$ cat config.mk
export PLATFORM = sky130hd
export DESIGN_NAME = block_ingress_fifo
export DESIGN_NICKNAME = d
export VERILOG_FILES = /design/src/rtl/ife_pkg.sv /design/src/rtl/block_ingress_fifo.sv
export SDC_FILE = /design/constraint.sdc
export NUM_CORES = 1
export LEC_CHECK = 0
export ABC_AREA = 1
export BUFFER_PORTS_ARGS = -buffer_cell sky130_fd_sc_hd__buf_2
export CAP_MARGIN = 20
export CORE_ASPECT_RATIO = 1.25
export CORE_MARGIN = 10
export CORE_UTILIZATION = 45
export CTS_CLUSTER_SIZE = 8
export DETAILED_ROUTE_END_ITERATION = 7
export HOLD_SLACK_MARGIN = 0.06
export SETUP_SLACK_MARGIN = 0.2
export SLEW_MARGIN = 10
export SYNTH_ARGS = -nofsm -noshare
export SYNTH_HDL_FRONTEND = slang
export SYNTH_SLANG_ARGS = --single-unit
$ cat constraint.sdc
create_clock -name clk -period 12.99 [get_ports clk]
set_clock_uncertainty 0.1 [all_clocks]
set_input_delay 1.9485 -clock clk [delete_from_list [all_inputs] [get_ports clk]]
set_output_delay 1.9485 -clock clk [all_outputs]
set_load 0.02 [all_outputs]
$ cat src/rtl/ife_pkg.sv
// Shared types for the Instruction Flow Expander front end: the block payload
// and the {id, payload} record held by the ingress buffer.
package ife_pkg;

    localparam int BLOCK_WORDS = 4;
    localparam int WORD_W      = 32;
    localparam int BLOCK_ID_W  = 8;

    typedef logic [BLOCK_WORDS-1:0][WORD_W-1:0] block_data_t;

    typedef struct packed {
        logic [BLOCK_ID_W-1:0] id;
        block_data_t           data;
    } block_t;

    // Downstream treats an all-zero payload as "no block", so it is never queued.
    function automatic logic is_null_block(input block_data_t d);
        return d == '0;
    endfunction

endpackage

$ cat src/rtl/block_ingress_fifo.sv
// Ingress FWFT buffer in front of the IFE external block input; drops null blocks.
// Optional ID-sequence checker enabled by defining BLOCK_INGRESS_SEQCHK_EN.
module block_ingress_fifo
    import ife_pkg::*;
#(
    parameter int DEPTH = 8,
    parameter int CNT_W = 16
) (
    input  logic                            clk,
    input  logic                            rst,
    input  logic                            in_valid,
    output logic                            in_ready,
    input  logic [BLOCK_ID_W-1:0]           in_block_id,
    input  logic [BLOCK_WORDS*WORD_W-1:0]   in_block_data,
    output logic                            out_valid,
    input  logic                            out_ready,
    output logic [BLOCK_ID_W-1:0]           out_block_id,
    output logic [BLOCK_WORDS*WORD_W-1:0]   out_block_data,
    input  logic                            flush,
    output logic [$clog2(DEPTH):0]          count,
    output logic                            full,
    output logic                            empty,
    output logic [CNT_W-1:0]                drop_cnt,
    output logic                            seq_err
);

    localparam int AW    = $clog2(DEPTH);
    localparam int PTR_W = AW + 1;
    localparam logic [PTR_W-1:0] PTR_ONE = 1;
    localparam logic [CNT_W-1:0] CNT_ONE = 1;

    // Handshakes: a transfer happens on a rising edge where valid && ready are
    // both high; valid never waits on ready, and ready here depends only on
    // registered pointers, so out_ready has no combinational path to in_ready.

    block_t           mem [DEPTH];
    logic [PTR_W-1:0] wr_ptr;
    logic [PTR_W-1:0] rd_ptr;
    logic [AW-1:0]    wr_idx;
    logic [AW-1:0]    rd_idx;
    block_t           head;

    logic accept;
    logic is_null;
    logic push;
    logic drop;
    logic pop;

    assign wr_idx = wr_ptr[AW-1:0];
    assign rd_idx = rd_ptr[AW-1:0];

    assign full  = (wr_ptr[AW] != rd_ptr[AW]) && (wr_idx == rd_idx);
    assign empty = (wr_ptr == rd_ptr);
    assign count = wr_ptr - rd_ptr;

    assign in_ready  = !full;
    assign out_valid = !empty;

    assign accept  = in_valid && in_ready;
    assign is_null = is_null_block(block_data_t'(in_block_data));
    assign push    = accept && !is_null;
    assign drop    = accept && is_null;
    assign pop     = out_valid && out_ready;

    assign head           = mem[rd_idx];
    assign out_block_id   = head.id;
    assign out_block_data = head.data;

    always_ff @(posedge clk) begin
        if (rst) begin
            wr_ptr <= '0;
            rd_ptr <= '0;
        end else if (flush) begin
            wr_ptr <= '0;
            rd_ptr <= '0;
        end else begin
            if (push) wr_ptr <= wr_ptr + PTR_ONE;
            if (pop)  rd_ptr <= rd_ptr + PTR_ONE;
        end
    end

    // Storage is deliberately not reset; the pointers alone decide what is valid.
    always_ff @(posedge clk) begin
        if (!rst && !flush && push) begin
            mem[wr_idx] <= block_t'{id: in_block_id, data: block_data_t'(in_block_data)};
        end
    end

    // A null block still completes its handshake; it is only counted, never stored.
    always_ff @(posedge clk) begin
        if (rst) begin
            drop_cnt <= '0;
        end else if (drop && (drop_cnt != '1)) begin
            drop_cnt <= drop_cnt + CNT_ONE;
        end
    end

`ifdef BLOCK_INGRESS_SEQCHK_EN
    logic [BLOCK_ID_W-1:0] expected_id;
    logic                  seq_err_q;

    // Every accepted block counts, dropped or flushed, and the next expected ID
    // follows whatever arrived so a single gap is flagged exactly once.
    always_ff @(posedge clk) begin
        if (rst) begin
            expected_id <= '0;
            seq_err_q   <= 1'b0;
        end else if (accept) begin
            if (in_block_id != expected_id) seq_err_q <= 1'b1;
            expected_id <= in_block_id + 8'd1;
        end
    end

    assign seq_err = seq_err_q;
`else
    assign seq_err = 1'b0;
`endif

    a_not_full_and_empty : assert property (@(posedge clk) disable iff (rst)
        !(full && empty));

    a_out_valid_held : assert property (@(posedge clk) disable iff (rst)
        (out_valid && !out_ready && !flush) |=> out_valid);

endmodule

==> results.md <==
- Status: completed
- Max_cap viols: 0
- DRT iter0 DRCs: 2,110
- Die Y: 369 um
- Core area: 0.0972 sq mm
- Starting density of the core: 45.2%
- Yosys warns: 0
- Clock Sinks: 1,115
- Reg clk slew, reported paths: 0.05 ns
- VDD IR max: 105 uV
- Worst r2r src: wr_ptr[0]$_SDFFE_PP0P_
- RD Place Congestion: 0.774
- Synth cell types: 30
- Switch Pwr: 0.00164 W
- Antenna violations before repair: 17
- Die width: 299 um
- Synth Area in XOR/XNOR: 0.160%
- Final setup fails: 0
- Seq pwr share: 50.3%
- First-pass GRT wire length: 162 mm
- Std cell rows: 128
- Synth-to-Final Area Change: 15.6%
- Worst-margin pin slew: 1.34 ns
- Setup CP Type: reg2out
- Layout cells sized above 1: 13.9%
- Sequential share of the synthesized area: 75.6%
- Cell area after synthesis: 0.0439 sq mm
- Primary FF master, synth: edfxtp_1
- RSZ-0062 raised after global routing: no
- Grt ovf: 0
- H-Tree Depth: 4
- Vias: 27,900
- Tot Pwr: 0.00793 W
- Ports: 302
- Synthesis-stage register bit count: 1,115
- Sw Share: 20.7%
- Post-route DRC: 0
- Synth Area in Adders: 0.217%
- Post-synthesis simple-gate area fraction: 11.0%
- CP max FO: 158
- Largest net degree at the start of global routing: 219
- Clock share of power: 45.2%
- Via/cell ratio: 5.46
- Die area: 0.111 sq mm
- Syn Nets: 3,652
- Post-CTS setup buffer count: 0
- NumNets Final: 3,929
- Worst-Skew Late Latency: 0.74 ns
- Arrival time worst endpoint: 5.00 ns
- Design Area, Final: 0.0508 sq mm
- Part of the cycle the worst path needs: 54.2%
- Crit path required time: 10.94 ns
- Final Max Slew Viols: 0
- Tmin final: 7.05 ns
- Clock Tree Buf Depth: 3
- Drt pass-1 iters: 5
- Resized cells post-CTS: 0
- Complex-gate fraction of the synthesized area: 10.2%
- Root Driver: clkbuf_16
- Mux share of post-synthesis cell area: 0%
- Placed inst area: 0.0465 sq mm
- Port Buffers: 300
- CTS tree: done
- DP Wirelength: 54.1 mm
- Num CTS Buffers: 157
- Total GRT Usage: 19.0%
- Synthesized instance count: 3,504
- Cell area power density: 156 mW/mm^2
- EDFF count, synth: 1,088
- Relative slew margins: 10.6%
- CP Launch Type: register
- Setup TNS: 0 ns
- Max Clk Rate: 142 MHz
- CP endpoint kind: primary output
- Hold_buf cts: 0
- Internal power: 0.00628 W
- Hold Vio Cnt, Final: 0
- Hold path startpoint: rd_ptr[3]$_SDFFE_PP0P_
- Vias in the first global route: 27,200
- Worst min path class: reg2reg
- Asr flop ratio synth: 0%
- Syn avg cell area: 12.5 sq um
- P_leak: 17.3 nW
- Final ANT Viol Nets: 0
- Comb power frac: 4.5%
- Wirelength per Cell: 20.9 um
- Total wire length: 107 mm
- Largest family of logic cells by synthesized area: simple AND/OR/NAND/NOR gates
[flip-flops by register name, summed over array words and instances, names as in the netlist, named ones only]
register  count
rd_ptr        4
wr_ptr        4
drop_cnt     16
mem        1088
[cells in the final DEF (no fill, tap or decap), drive strengths merged]
| master | count |
|---|---|
| diode | 15 |
| clkbuf | 177 |
| bufinv | 1 |
| conb | 1 |
| nor3 | 11 |
| inv | 80 |
| ha | 6 |
| o21ai | 547 |
| fa | 1 |
| a31oi | 136 |
| o31ai | 1 |
| edfxtp | 1088 |
| nand2 | 112 |
| clkinv | 1 |
| buf | 336 |
| dfxtp | 27 |
| a21oi | 6 |
| xor2 | 4 |
| nand3 | 26 |
| nor2 | 1083 |
| xnor2 | 4 |
| o22ai | 136 |
| nand4 | 21 |
[cell families after synthesis]
family / count (synthesis)
simple gates: 1253
xor+xnor: 8
flops: 1115
buf+inv: 294
compound gates: 826
other cells: 1
fa+ha+maj: 7
[worst max-delay path: stages, from the launching register on]
cell     delay, ns
dfxtp_4       0.56
inv_8         0.63
buf_4         0.91
buf_4         0.92
o21ai_0       0.18
o22ai_1       0.18
nor2_1        0.06
a31oi_1       0.37
buf_2         0.25
[final timing paths]
path                                                to  slack, ns  depth (start not counted)
worst max-delay path                out_block_data[58]       5.94                          8
worst min register to register  rd_ptr[3]$_SDFFE_PP0P_       0.38                          2
worst min-delay path            rd_ptr[3]$_SDFFE_PP0P_       0.38                          2
worst max register to register    mem[7][64]$_DFFE_PP_       8.64                         12
[metrics by stage]
| stage | setup slack, ns | util [%] | instances | hold WS, ns |
|---|---|---|---|---|
| floorplan | 0.259 | - | 3504 | 0.352 |
| global placement | 6.68 | 47.9 | 4922 | 0.375 |
| detailed placement | 6.66 | 47.9 | 4922 | 0.380 |
| CTS | 5.82 | 52.2 | 5105 | 0.387 |
| global route | 5.55 | 52.2 | 5114 | 0.425 |
| finish | 5.94 | 52.2 | 5120 | 0.380 |
[synthesized netlist by cell type (9+ instances only)]
cell / instances / area [sq um]
a31oi_1: 136 / 851
nand4_1: 20 / 125
buf_1: 11 / 41.3
inv_1: 72 / 270
buf_2: 70 / 350
o22ai_1: 136 / 851
nand3_1: 25 / 125
nor2_1: 1080 / 4050
nand2_1: 111 / 417
edfxtp_1: 1088 / 32700
o21ai_0: 547 / 2740
nor3_1: 9 / 45.0
dfxtp_1: 27 / 541
clkbuf_1: 132 / 495
[layout make-up]
class	instances	area, sq um
inverters	76	308
repair buffers	336	1830
clock buffers	177	4110
well taps	1300	1630
fillers	8157	46400
clock inverters	6	106
multi-input cells	2095	9530
diodes	15	37.5
flip-flops and latches	1115	33200
[power by group through the flow]
stage,Clock [W],Combinational [W],Sequential [W]
4_1_cts,0.00366,0.000361,0.00399
2_1_floorplan,0,0.000200,0.00406
3_3_place_gp,0,0.000357,0.00405
5_1_grt,0.00381,0.000394,0.00398
6_report,0.00359,0.000355,0.00399
3_5_place_dp,0,0.000360,0.00405
[routing by layer]
layer	track usage [%]	vias up	wire length, um
met4	7.24	8	2720
li1	-	13200	-
met1	24.0	13900	45300
met2	31.9	726	53200
met5	0	-	43
met3	3.90	175	5940
(Power assumes the default switching activity.)
